`src/rtl/systolic_ctrl_pkg.sv`:
```
// Shared types and phase-length helpers for the systolic array controller.
package systolic_ctrl_pkg;

    // Controller phases: zero the accumulators, stream operands, read rows out, signal completion.
    typedef enum logic [2:0] {
        IDLE  = 3'd0,
        CLEAR = 3'd1,
        FEED  = 3'd2,
        DRAIN = 3'd3,
        DONE  = 3'd4
    } state_t;

    // One cycle per accumulator row.
    function automatic int clear_len(input int dim);
        return dim;
    endfunction

    // DIM operand columns plus 2*DIM-2 cycles to flush the diagonal skew.
    function automatic int feed_len(input int dim);
        return 3 * dim - 2;
    endfunction

    // One cycle per result row.
    function automatic int drain_len(input int dim);
        return dim;
    endfunction

    // Phase lengths for the default 8x8 array.
    localparam int DEFAULT_DIM = 8;
    localparam int CLEAR_LEN   = clear_len(DEFAULT_DIM);
    localparam int FEED_LEN    = feed_len(DEFAULT_DIM);
    localparam int DRAIN_LEN   = drain_len(DEFAULT_DIM);

endpackage

```
`src/rtl/systolic_ctrl.sv`:
```
// Sequencer for a DIM x DIM systolic matrix-multiply array: clear, feed, drain, done.
module systolic_ctrl
    import systolic_ctrl_pkg::*;
#(
    parameter int DIM   = 8,
    parameter int CNT_W = $clog2(3 * DIM)
) (
    input  logic                   clk,
    input  logic                   rst,
    input  logic                   start,
    input  logic                   stall,
    output logic                   busy,
    output logic                   done,
    output logic                   arr_en,
    output logic                   arr_wren,
    output logic [$clog2(DIM)-1:0] arr_crow,
    output logic                   cin_zero,
    output logic                   feed_valid,
    output logic [$clog2(DIM)-1:0] feed_k,
    output logic                   rd_valid,
    output logic [$clog2(DIM)-1:0] rd_row
);

    localparam int IDX_W = $clog2(DIM);

    localparam logic [CNT_W-1:0] CLEAR_LAST = CNT_W'(clear_len(DIM) - 1);
    localparam logic [CNT_W-1:0] FEED_LAST  = CNT_W'(feed_len(DIM) - 1);
    localparam logic [CNT_W-1:0] DRAIN_LAST = CNT_W'(drain_len(DIM) - 1);
    localparam logic [CNT_W-1:0] DIM_CNT    = CNT_W'(DIM);

    state_t           state_reg;
    state_t           state_next;
    logic [CNT_W-1:0] cnt_reg;
    logic [CNT_W-1:0] cnt_next;
    logic [IDX_W-1:0] cnt_idx;

    assign cnt_idx = cnt_reg[IDX_W-1:0];

    // State and phase counter registers; reset abandons any run in progress.
    always_ff @(posedge clk) begin
        if (rst) begin
            state_reg <= IDLE;
            cnt_reg   <= '0;
        end else begin
            state_reg <= state_next;
            cnt_reg   <= cnt_next;
        end
    end

    // Next-state logic: counter restarts at zero on every phase change; stall only matters in FEED.
    always_comb begin
        state_next = state_reg;
        cnt_next   = cnt_reg;
        case (state_reg)
            IDLE: begin
                if (start) begin
                    state_next = CLEAR;
                    cnt_next   = '0;
                end
            end
            CLEAR: begin
                if (cnt_reg == CLEAR_LAST) begin
                    state_next = FEED;
                    cnt_next   = '0;
                end else begin
                    cnt_next = cnt_reg + 1'b1;
                end
            end
            FEED: begin
                if (!stall) begin
                    if (cnt_reg == FEED_LAST) begin
                        state_next = DRAIN;
                        cnt_next   = '0;
                    end else begin
                        cnt_next = cnt_reg + 1'b1;
                    end
                end
            end
            DRAIN: begin
                if (cnt_reg == DRAIN_LAST) begin
                    state_next = DONE;
                    cnt_next   = '0;
                end else begin
                    cnt_next = cnt_reg + 1'b1;
                end
            end
            DONE: begin
                state_next = IDLE;
                cnt_next   = '0;
            end
            default: begin
                state_next = IDLE;
                cnt_next   = '0;
            end
        endcase
    end

    // Output decode from state and counter only; stall gates the FEED strobes directly.
    always_comb begin
        busy       = (state_reg != IDLE);
        done       = 1'b0;
        arr_en     = 1'b0;
        arr_wren   = 1'b0;
        arr_crow   = '0;
        cin_zero   = 1'b0;
        feed_valid = 1'b0;
        feed_k     = '0;
        rd_valid   = 1'b0;
        rd_row     = '0;
        case (state_reg)
            CLEAR: begin
                arr_wren = 1'b1;
                cin_zero = 1'b1;
                arr_crow = cnt_idx;
            end
            FEED: begin
                arr_en = !stall;
                if (cnt_reg < DIM_CNT) begin
                    feed_valid = !stall;
                    feed_k     = cnt_idx;
                end
            end
            DRAIN: begin
                arr_crow = cnt_idx;
                rd_row   = cnt_idx;
                rd_valid = 1'b1;
            end
            DONE: begin
                done = 1'b1;
            end
            default: begin
            end
        endcase
    end

endmodule

```
`config.mk`:
```
export PLATFORM = sky130hd
export DESIGN_NAME = systolic_ctrl
export DESIGN_NICKNAME = d
export VERILOG_FILES = /design/src/rtl/systolic_ctrl_pkg.sv /design/src/rtl/systolic_ctrl.sv
export SDC_FILE = /design/constraint.sdc
export NUM_CORES = 1
export LEC_CHECK = 0
export ABC_AREA = 1
export ABC_CLOCK_PERIOD_IN_PS = 1500
export CORE_MARGIN = 2
export CORE_UTILIZATION = 45
export DETAILED_ROUTE_END_ITERATION = 7
export GPL_ROUTABILITY_DRIVEN = 0
export PLACE_DENSITY = 0.8
export SETUP_SLACK_MARGIN = 0.15
export SLEW_MARGIN = 15
export SYNTH_ARGS = -nofsm -noshare
export SYNTH_HDL_FRONTEND = slang
export SYNTH_SLANG_ARGS = --single-unit
```
`constraint.sdc`:
```
create_clock -name clk -period 1.5 [get_ports clk]
set_input_delay 0.3 -clock clk [delete_from_list [all_inputs] [get_ports clk]]
set_output_delay 0.3 -clock clk [all_outputs]
set_load 0.01 [all_outputs]
```
==> flow_summary.toml, run 1 <==
[status]
outcome = "stopped before the end"
stop_stage = "global routing"
tool.error = "[ERROR DPL-0038] Utilization greater than 100%, impossible to legalize"

[placed_design]
placed_area_um2 = 1010
hpwl_um = 1410
numPortBuffers = 19

[sta]
worstEndpointType = "top-level output"
worst_endpoint = "rd_row[0]"

[clock_network]
cts_inserted_buffers = 3
cts_hold_buf = 0
clock_sinks = 8
cts_root_buffer = "clkbuf_4"
htreeDepth = 1
cts_buffer_depth = 2

[synthesis]
synth-seq-cells = 8
yosys.area.top_type = "dfxtp_1"
ys_top_cells_by_count = "18 x nor2_1, 16 x nand2_1, 10 x inv_1"
synth_area_um2 = 653
ys_async_sr_fraction_pct = 0
ys_warn_count = 0
synthCells = 96
netlist.area_leader.share_pct = 24.5
avgSynthCellArea_um2 = 6.80
synth_cell_types = 26
synth_nets = 102
synthTopCellsByArea = "dfxtp_1 25%, nor2_1 10%, nand2_1 9.2%, inv_1 5.7%, nand2_4 5.2%"
synth_edf_count = 0
synth_ff_type = "dfxtp_1"
yosysMostFrequentCell = "nor2_1"
yosysSeqAreaShare_pct = 24.5

[floorplan]
pin_count = 20
rows = 13
die_h_um = 42.1
initial_core_util_pct = 49.0
fp.dieW_um = 42.1

[global_routing]
grt_max_degree = 9
-- cells by family after synthesis --
logic type	count (synthesis)	share of synthesized area, %
compound gates	11	10.9
xor+xnor	1	1.34
fa+ha+maj	2	3.83
buf+inv	17	11.1
flops	8	24.5
simple gates	57	48.3
-- timing repair --
item,CTS
pin swaps,2
setup endpoints to repair,22
resized for setup,88
buffers inserted,2
-- per-stage QoR --
stage               setup TNS [ns]  util (%)  cells  worst slack (ns)
floorplan                        0         -     96             0.168
global placement             -1.62      75.7    148            -0.278
detailed placement           -2.21      75.7    148            -0.395
CTS                       -0.00152      78.3    153          -0.00152
==> run 2, diff against run 1 <==
--- a/config.mk
+++ b/config.mk
@@ -7,12 +7,11 @@
 export LEC_CHECK = 0
 export ABC_AREA = 1
 export ABC_CLOCK_PERIOD_IN_PS = 1500
-export CORE_MARGIN = 2
-export CORE_UTILIZATION = 45
+export CORE_AREA = 2 2 63 65
 export DETAILED_ROUTE_END_ITERATION = 7
+export DIE_AREA = 0 0 65 67
 export GPL_ROUTABILITY_DRIVEN = 0
-export PLACE_DENSITY = 0.8
-export SETUP_SLACK_MARGIN = 0.15
+export PLACE_DENSITY_LB_ADDON = 0.15
 export SLEW_MARGIN = 15
 export SYNTH_ARGS = -nofsm -noshare
 export SYNTH_HDL_FRONTEND = slang
==> run 2 against run 1 <==
Net effect: the flow now finishes without violations; synthesized cell count unchanged; area after synthesis did not move.
==> flow_summary.toml, run 2 <==
[worst_setup_path]
crit_family = "simple AND/OR/NAND/NOR gates"
cp_max_fo = 6
worst_ep_required_time_ns = 1.20
path_cells = "inv_2, nand2_2, nor2_4, inv_4, nor3_2, buf_2"
crit_slowest_cell = "dfxtp_2"
cp_num_buf_inv = 3
worstPathArrival_ns = 1.17
cp-end-kind = "output pin"
cp_num_cells = 6
path_class = "flip-flop to output pin"
cpPeakStageDelay_ns = 0.32
ff2ff_path_depth = 10
cp-start-kind = "flip-flop"

[floorplan]
pin_count = 20
rows = 22
fp.dieW_um = 65
initial_core_util_pct = 18.1
die_h_um = 67
core_area_um2 = 3610
die-area_um2 = 4360

[global_routing]
grt_first_pass_wirelength_um = 3080
grt-ovfl-total = 0
antenna_found_initial = 0
grt.total_usage_pct = 9.68
grt_pass1_vias = 642
grt_max_degree = 9

[power_and_ir_drop]
ir_drop_mv = 0.304
totalPowerFinal_w = 0.00165
power_density_nw_per_um2 = 1520
p_leak_nw = 0.513

[clock_network]
clk_pin_slew_ns = 0.05
cts_root_buffer = "clkbuf_8"
cts_buffer_depth = 2
tritoncts = "built"
cts_inserted_buffers = 3
htreeDepth = 1
clk_latency_ns = 0.24
clock_sinks = 8

[drt]
antenna_left = 0
drc = 0
vias = 729
detail_route.wl_per_cell_um = 10.5
first_pass_iters = 4
drt_first_iter_violations = 18
viasPerCell = 3.88
drt_wl_total_um = 1970

[synthesis]
synth_nets = 102
netlist.area_leader.share_pct = 24.5
synthTopCellsByArea = "dfxtp_1 25%, nor2_1 10%, nand2_1 9.2%, inv_1 5.7%, nand2_4 5.2%"
ys_async_sr_fraction_pct = 0
synth-seq-cells = 8
synth_area_um2 = 653
synthCells = 96
yosys.area.top_type = "dfxtp_1"
synth_cell_types = 26
yosysMostFrequentCell = "nor2_1"
synth_edf_count = 0
yosysSeqAreaShare_pct = 24.5
ys_top_cells_by_count = "18 x nor2_1, 16 x nand2_1, 10 x inv_1"
avgSynthCellArea_um2 = 6.80
ys_warn_count = 0
synth_ff_type = "dfxtp_1"

[layout]
stdcell_area_um2 = 1080
seq_area_um2 = 163
drive_above_1_share_pct = 54.3
layout_common_cells = "23 x buf_4, 14 x nor2_1, 14 x nand2_1, 13 x buf_2, 9 x inv_1"
nets = 148
area_growth_pct = 66.1
multiInputGateArea_um2 = 453
finish.utilization_pct = 30.1
diodes = 0
fill_cells = 397
largest_reg_flops = 5
final_common_cell = "buf_4"

[sta]
tns_ns = 0
post-route-period-util_pct = 97.9
whs_ns = 0.621
finalCriticalPeriod_ns = 1.47
max_slew_margin_pct = 77.7
fmax_mhz = 681
setup_viol = 0
rsz0062_at_grt = "yes"
drv_slew = 0
finalClockSkew_ns = 0.00575
finalHoldViolations = 0
worst_pin_slew_ns = 0.331

[hold_path]
min_path_cells = 3
hold_class = "flip-flop to flip-flop"

[placed_design]
numPortBuffers = 19
hpwl_um = 1540
placed_area_um2 = 1060

[job]
max_cap_viol_count = 0

[status]
outcome = "completed"
run 2: stage by stage:
stage	std cells	setup slack [ns]
global route	188	-0.0300
floorplan	96	0.168
global placement	182	-0.285
CTS	186	0.00193
finish	188	0.0317
detailed placement	182	-0.284
run 2: final timing paths:
check / slack (ns) / to / from
max: 0.03 / feed_k[1] / state_reg[0]
min: 0.62 / cnt_reg[1] / cnt_reg[1]
min reg2reg: 0.62 / cnt_reg[1] / cnt_reg[1]
max reg2reg: 0.12 / cnt_reg[2] / state_reg[2]
run 2: per-layer routing:
layer,GRT usage [%],vias to the layer above,share of wire (%)
met1,12.1,313,48
li1,-,385,-
met3,2.70,4,6.5
met2,14.8,27,44
met5,0,-,0
met4,5.59,0,2.2
run 2: cell families (layout without fill, tap and decap cells):
logic type	Yosys count	after routing	synth area share [%]
xor+xnor	1	1	1.34
fa+ha+maj	2	2	3.83
simple gates	57	57	48.3
compound gates	11	11	10.9
flops	8	8	24.5
buf+inv	17	61	11.1
run 2: power by group:
part / switching, W / internal, W
Combinational: 0.000601 / 0.000480
Clock: 0.000103 / 0.000176
Sequential: 0.0000295 / 0.000263
Total: 0.000734 / 0.000919
run 2: layout make-up:
class | count | share of cell area [%]
well taps | 48 | 5.54
inverters | 16 | 6.46
repair buffers | 42 | 27.5
multi-input cells | 71 | 41.8
flip-flops and latches | 8 | 15.0
clock buffers | 3 | 3.81
run 2: what timing repair did:
action                     in CTS  in global routing
gates cloned                    0                  0
hold buffers                    0                  0
setup endpoints to repair      16                 16
pin swaps                       1                  2
resized for setup              65                 12
buffers inserted                1                  2
run 2: tightest hold or removal path, delay by kind of cell, from the launching register on:
| family | cells | cell delay [ns] |
|---|---|---|
| compound gates | 1 | 0.05 |
| buf+inv | 1 | 0.14 |
| flops | 1 | 0.30 |
| simple gates | 1 | 0.08 |
No activity file was read; power rests on OpenSTA's default activity.
==> variant 1: new RTL, flow settings as in run 2 <==
Encoding of `state_t`: now one-hot (5 bits for 5 states).
--- a/src/rtl/systolic_ctrl_pkg.sv
+++ b/src/rtl/systolic_ctrl_pkg.sv
@@ -2,12 +2,12 @@
 package systolic_ctrl_pkg;
 
     // Controller phases: zero the accumulators, stream operands, read rows out, signal completion.
-    typedef enum logic [2:0] {
-        IDLE  = 3'd0,
-        CLEAR = 3'd1,
-        FEED  = 3'd2,
-        DRAIN = 3'd3,
-        DONE  = 3'd4
+    typedef enum logic [4:0] {
+        IDLE  = 5'b00001,
+        CLEAR = 5'b00010,
+        FEED  = 5'b00100,
+        DRAIN = 5'b01000,
+        DONE  = 5'b10000
     } state_t;
 
     // One cycle per accumulator row.
Check against the original RTL: same outputs for any inputs over 10 cycles, from zero or initial values and one cycle with rst high; not proved beyond that.
==> variant 1 against run 2 <==
The run now ends with setup timing left; die area stayed put; combinational power is 10% higher; sequential cell count is 2 higher; total power is 13% higher; sequential power is 37% higher; area after synthesis is 31% higher; routed wire length is 33% higher; worst hold slack worse by 0.0089 ns; fmax is 5.2% lower; worst setup slack worse by 0.080 ns; largest cell class unchanged; cell area is 36% higher; sequential share of layout area is 0.76 points lower; register-to-register slack worse by 0.11 ns.
==> variant 1: results (changes against run 2) <==
sequential area share after synthesis - 23.3% (was 24.5%)
met2 wire len - 1320 µm (was 861 µm)
met1 GRT Util - 15.6% (was 12.1%)
fraction of area in multi-input gates - 44.6% (was 41.8%)
worst setup margin - -0.0483 ns (was 0.0317 ns)
Area contributors post-synth - dfxtp_1 23%, nand2_1 14%, nor2_1 10% (was dfxtp_1 25%, nor2_1 10%, nand2_1 9.2%)
largest net degree at the start of global routing - 8 (was 9)
CP arrival - 1.25 ns (was 1.17 ns)
postcts setup bufs - 2 (was 1)
Inverters - 27 (was 16)
clock network share of area - 2.80% (was 3.81%)
GRT met2 Usage - 21.6% (was 14.8%)
GRT met3 Usage - 2.53% (was 2.70%)
clock skew - 0.00490 ns (was 0.00575 ns)
Placement Setup Slack - -0.304 ns (was -0.284 ns)
final setup TNS - -0.271 ns (was 0 ns)
WL/cell - 10.8 µm (was 10.5 µm)
buffer share of cell area - 26.8% (was 27.5%)
failing checks - setup timing
Power Internal - 1.06 mW (was 919 µW)
initial drt markers - 32 (was 18)
Setup Viol. Count Final - 10 (was 0)
Post-CTS Resized - 84 (was 65)
first-pass GRT wire length - 4280 µm (was 3080 µm)
maximum VDD drop - 0.000271 V (was 0.000304 V)
dpl hpwl - 2020 µm (was 1540 µm)
status - finished with violations (was finished, final reports clean)
Yosys cell types - 24 (was 26)
Rel. slew slack - 84.9% (was 77.7%)
post-layout net count - 203 (was 148)
Syn Nets - 146 (was 102)
# fillers - 392 (was 397)
share of layout cells above drive strength 1 - 51.3% (was 54.3%)
Gate power share - 63.5% (was 65.4%)
Post-Synthesis Cells - 140 (was 96)
Non-clk bufs - 53 (was 42)
-- variant 1: cell types whose count changed after synthesis, moves of 2 or more --
cell      delta
o21ai_0      -2
nand3_1     +10
a21oi_2      -3
o21bai_1     -2
a21oi_1      +3
nand2_4      -2
inv_1        +9
nand2_2      +2
dfxtp_1      +2
nor2_1       +5
nand2_1     +16
nand4_1      +4
-- variant 1: path summary, 6_finish.rpt --
kind	start	end	slack [ns]	cells after the start
worst max-delay path	state_reg[0]	feed_k[2]	-0.05	4
worst min-delay path	cnt_reg[4]	cnt_reg[4]	0.61	3
worst max register to register	state_reg[0]	cnt_reg[2]	0.01	8
worst min register to register	cnt_reg[4]	cnt_reg[4]	0.61	3
-- variant 1: logic make-up after synthesis --
group / count (synthesis) / share of synthesized area (%)
adder cells (fa/ha/maj): 2 / 2.91
flip-flops: 10 / 23.3
AND/OR/NAND/NOR: 92 / 54.4
AO/OA/AOI/OAI: 8 / 6.41
buffers and inverters: 28 / 13.0
==> variant 2: new RTL, settings of run 2 <==
Made on the original files. Change the parameter `DIM` from 8 to 4.
--- a/src/rtl/systolic_ctrl.sv
+++ b/src/rtl/systolic_ctrl.sv
@@ -2,7 +2,7 @@
 module systolic_ctrl
     import systolic_ctrl_pkg::*;
 #(
-    parameter int DIM   = 8,
+    parameter int DIM   = 4,
     parameter int CNT_W = $clog2(3 * DIM)
 ) (
     input  logic                   clk,
Ports: changed (resized arr_crow, feed_k and rd_row); port bits go from 20 to 17. No check against the original RTL was run, so the function may have changed too.
==> variant 2 against run 2 <==
Total power down 14%; routed wire length down 23%; clock power down 4%; sequential cell count down 1; worst setup slack better by 0.029 ns; area after synthesis down 21%; cell area down 21%; clock skew down 0.0014 ns; sequential power down 10%; largest power group unchanged.
==> variant 2: results (changes against run 2) <==
Gate power share - 62.6% (was 65.4%)
asr flop ratio synth - 0% (unchanged)
# fillers - 421 (was 397)
worst hold path class - reg -> reg (unchanged)
postcts setup bufs - 0 (was 1)
Port Buffers - 16 (was 19)
Largest register FFs - 4 (was 5)
most frequent cells after synthesis - 13 x nor2_1, 11 x inv_1, 11 x nand2_1, 7 x dfxtp_1, 6 x nand3_1 (was 18 x nor2_1, 16 x nand2_1, 10 x inv_1, 8 x dfxtp_1, 5 x nor3_1)
status - finished, final reports clean (unchanged)
Syn Nets - 84 (was 102)
hold_ws - 0.524 ns (was 0.621 ns)
worst-path fanout max - 2 (was 6)
worst r2r src - cnt_reg[1] (was state_reg[2])
dpl hpwl - 1220 µm (was 1540 µm)
clock buffer depth - 2 (unchanged)
Post-Synthesis Cells - 78 (was 96)
maximum VDD drop - 0.000294 V (was 0.000304 V)
top_reg_cell synth - dfxtp_1 (unchanged)
CP delay by family, top - buffers and inverters (was simple AND/OR/NAND/NOR gates)
worst-skew pair later-pin latency - 0.23 ns
Static Leak - 0.408 nW (was 0.513 nW)
largest net degree at the start of global routing - 8 (was 9)
via count - 602 (was 729)
CTS Buf Count - 3 (unchanged)
sequential area share after synthesis - 27.1% (was 24.5%)
Fin. Hold Viols - 0 (unchanged)
first-pass GRT wire length - 2490 µm (was 3080 µm)
Clock power frac - 18.9% (was 16.9%)
Hold EP - state_reg[0] (was cnt_reg[1])
CP arrival - 1.14 ns (was 1.17 ns)
reg2reg path depth - 9 (was 10)
max-slew violations - 0 (unchanged)
ANT cells - 0 (unchanged)
average vias per placed instance - 3.76 (was 3.88)
Tot GR Track Use - 7.82% (was 9.68%)
Area contributors post-synth - dfxtp_1 27%, nor2_1 9.4%, inv_1 8.0% (was dfxtp_1 25%, nor2_1 10%, nand2_1 9.2%)
Rel. slew slack - 73.2% (was 77.7%)
H-tree levels - 1 (unchanged)
final wirelength - 1520 µm (was 1970 µm)
Post-DP Area - 842 µm² (was 0.00106 mm²)
DRT Pass-1 Iters - 3 (was 4)
share of layout cells above drive strength 1 - 42.9% (was 54.3%)
post-layout net count - 119 (was 148)
RR Endpoint - state_reg[1] (was cnt_reg[2])
Post-CTS Resized - 43 (was 65)
final setup TNS - 0 ns (unchanged)
CTS clk-pin slew, worst paths - 0.04 ns
grt ovf - 0 (unchanged)
R2R Setup Slk - 0.21 ns (was 0.12 ns)
initial drt markers - 10 (was 18)
Power Internal - 796 µW (was 919 µW)
vias in the first global route - 572 (was 642)
Hold Crit Depth - 2 (was 3)
Yosys cell types - 19 (was 26)
clock skew - 0.00438 ns (was 0.00575 ns)
Hold Crit Start - state_reg[0] (was cnt_reg[1])
clk root buf - clkbuf_8 (unchanged)
[variant 2: cell types whose count changed in the layout (fill, tap and decap cells not counted), moves of 2 or more]
cell,before,now
o21bai_1,2,0
nor2_1,14,10
inv_4,2,0
a21oi_1,2,5
a21oi_2,3,0
nand2_1,14,10
clkdlybuf4s15_1,0,2
nor2_2,5,3
buf_4,23,15
buf_2,13,7
nand3_1,2,6
[variant 2: logic make-up (layout without fill, tap and decap cells)]
logic type                 count (synthesis)  after routing  share of synthesized area (%)
adders and majority gates                  2              2                           4.84
buffers and inverters                     15             49                           12.3
AOI/OAI and AO/OA                          9              9                           8.71
and+or+nand+nor                           44             44                           45.3
DFF                                        7              7                           27.1
xor gates and xnor gates                   1              1                           1.70
[variant 2: worst max path at each step]
stage | start | endpoint | slack, ns
detailed placement | stall | feed_valid | -0.30
CTS | state_reg[2] | arr_crow[1] | 0.0008
global route | state_reg[0] | busy | 0.01
floorplan | state_reg[0] | rd_row[0] | 0.18
finish | state_reg[2] | rd_valid | 0.06
global placement | stall | feed_valid | -0.27
[variant 2: metrics by stage]
stage / setup slack (ns) / utilization (%) / total power, mW
floorplan: 0.178 / - / 0.804
global placement: -0.273 / 23.4 / 1.19
detailed placement: -0.297 / 23.4 / 1.19
CTS: 0.000799 / 24.1 / 1.44
global route: 0.00979 / 23.8 / 1.56
finish: 0.0606 / 23.8 / 1.43
[variant 2: layer usage]
metal / up-vias / track usage (%) / part of all wire (%)
li1: 312 / - / -
met2: 18 / 13.1 / 45
met4: 0 / 6.38 / 3.6
met3: 5 / 2.20 / 6.9
met5: - / 0 / 0
met1: 267 / 8.13 / 44
[variant 2: layout make-up]
cell class,instances,share of cell area (%)
inverters,13,5.69
repair buffers,32,27.2
flip-flops and latches,7,16.6
clock buffers,4,5.26
multi-input cells,56,38.2
well taps,48,7.01
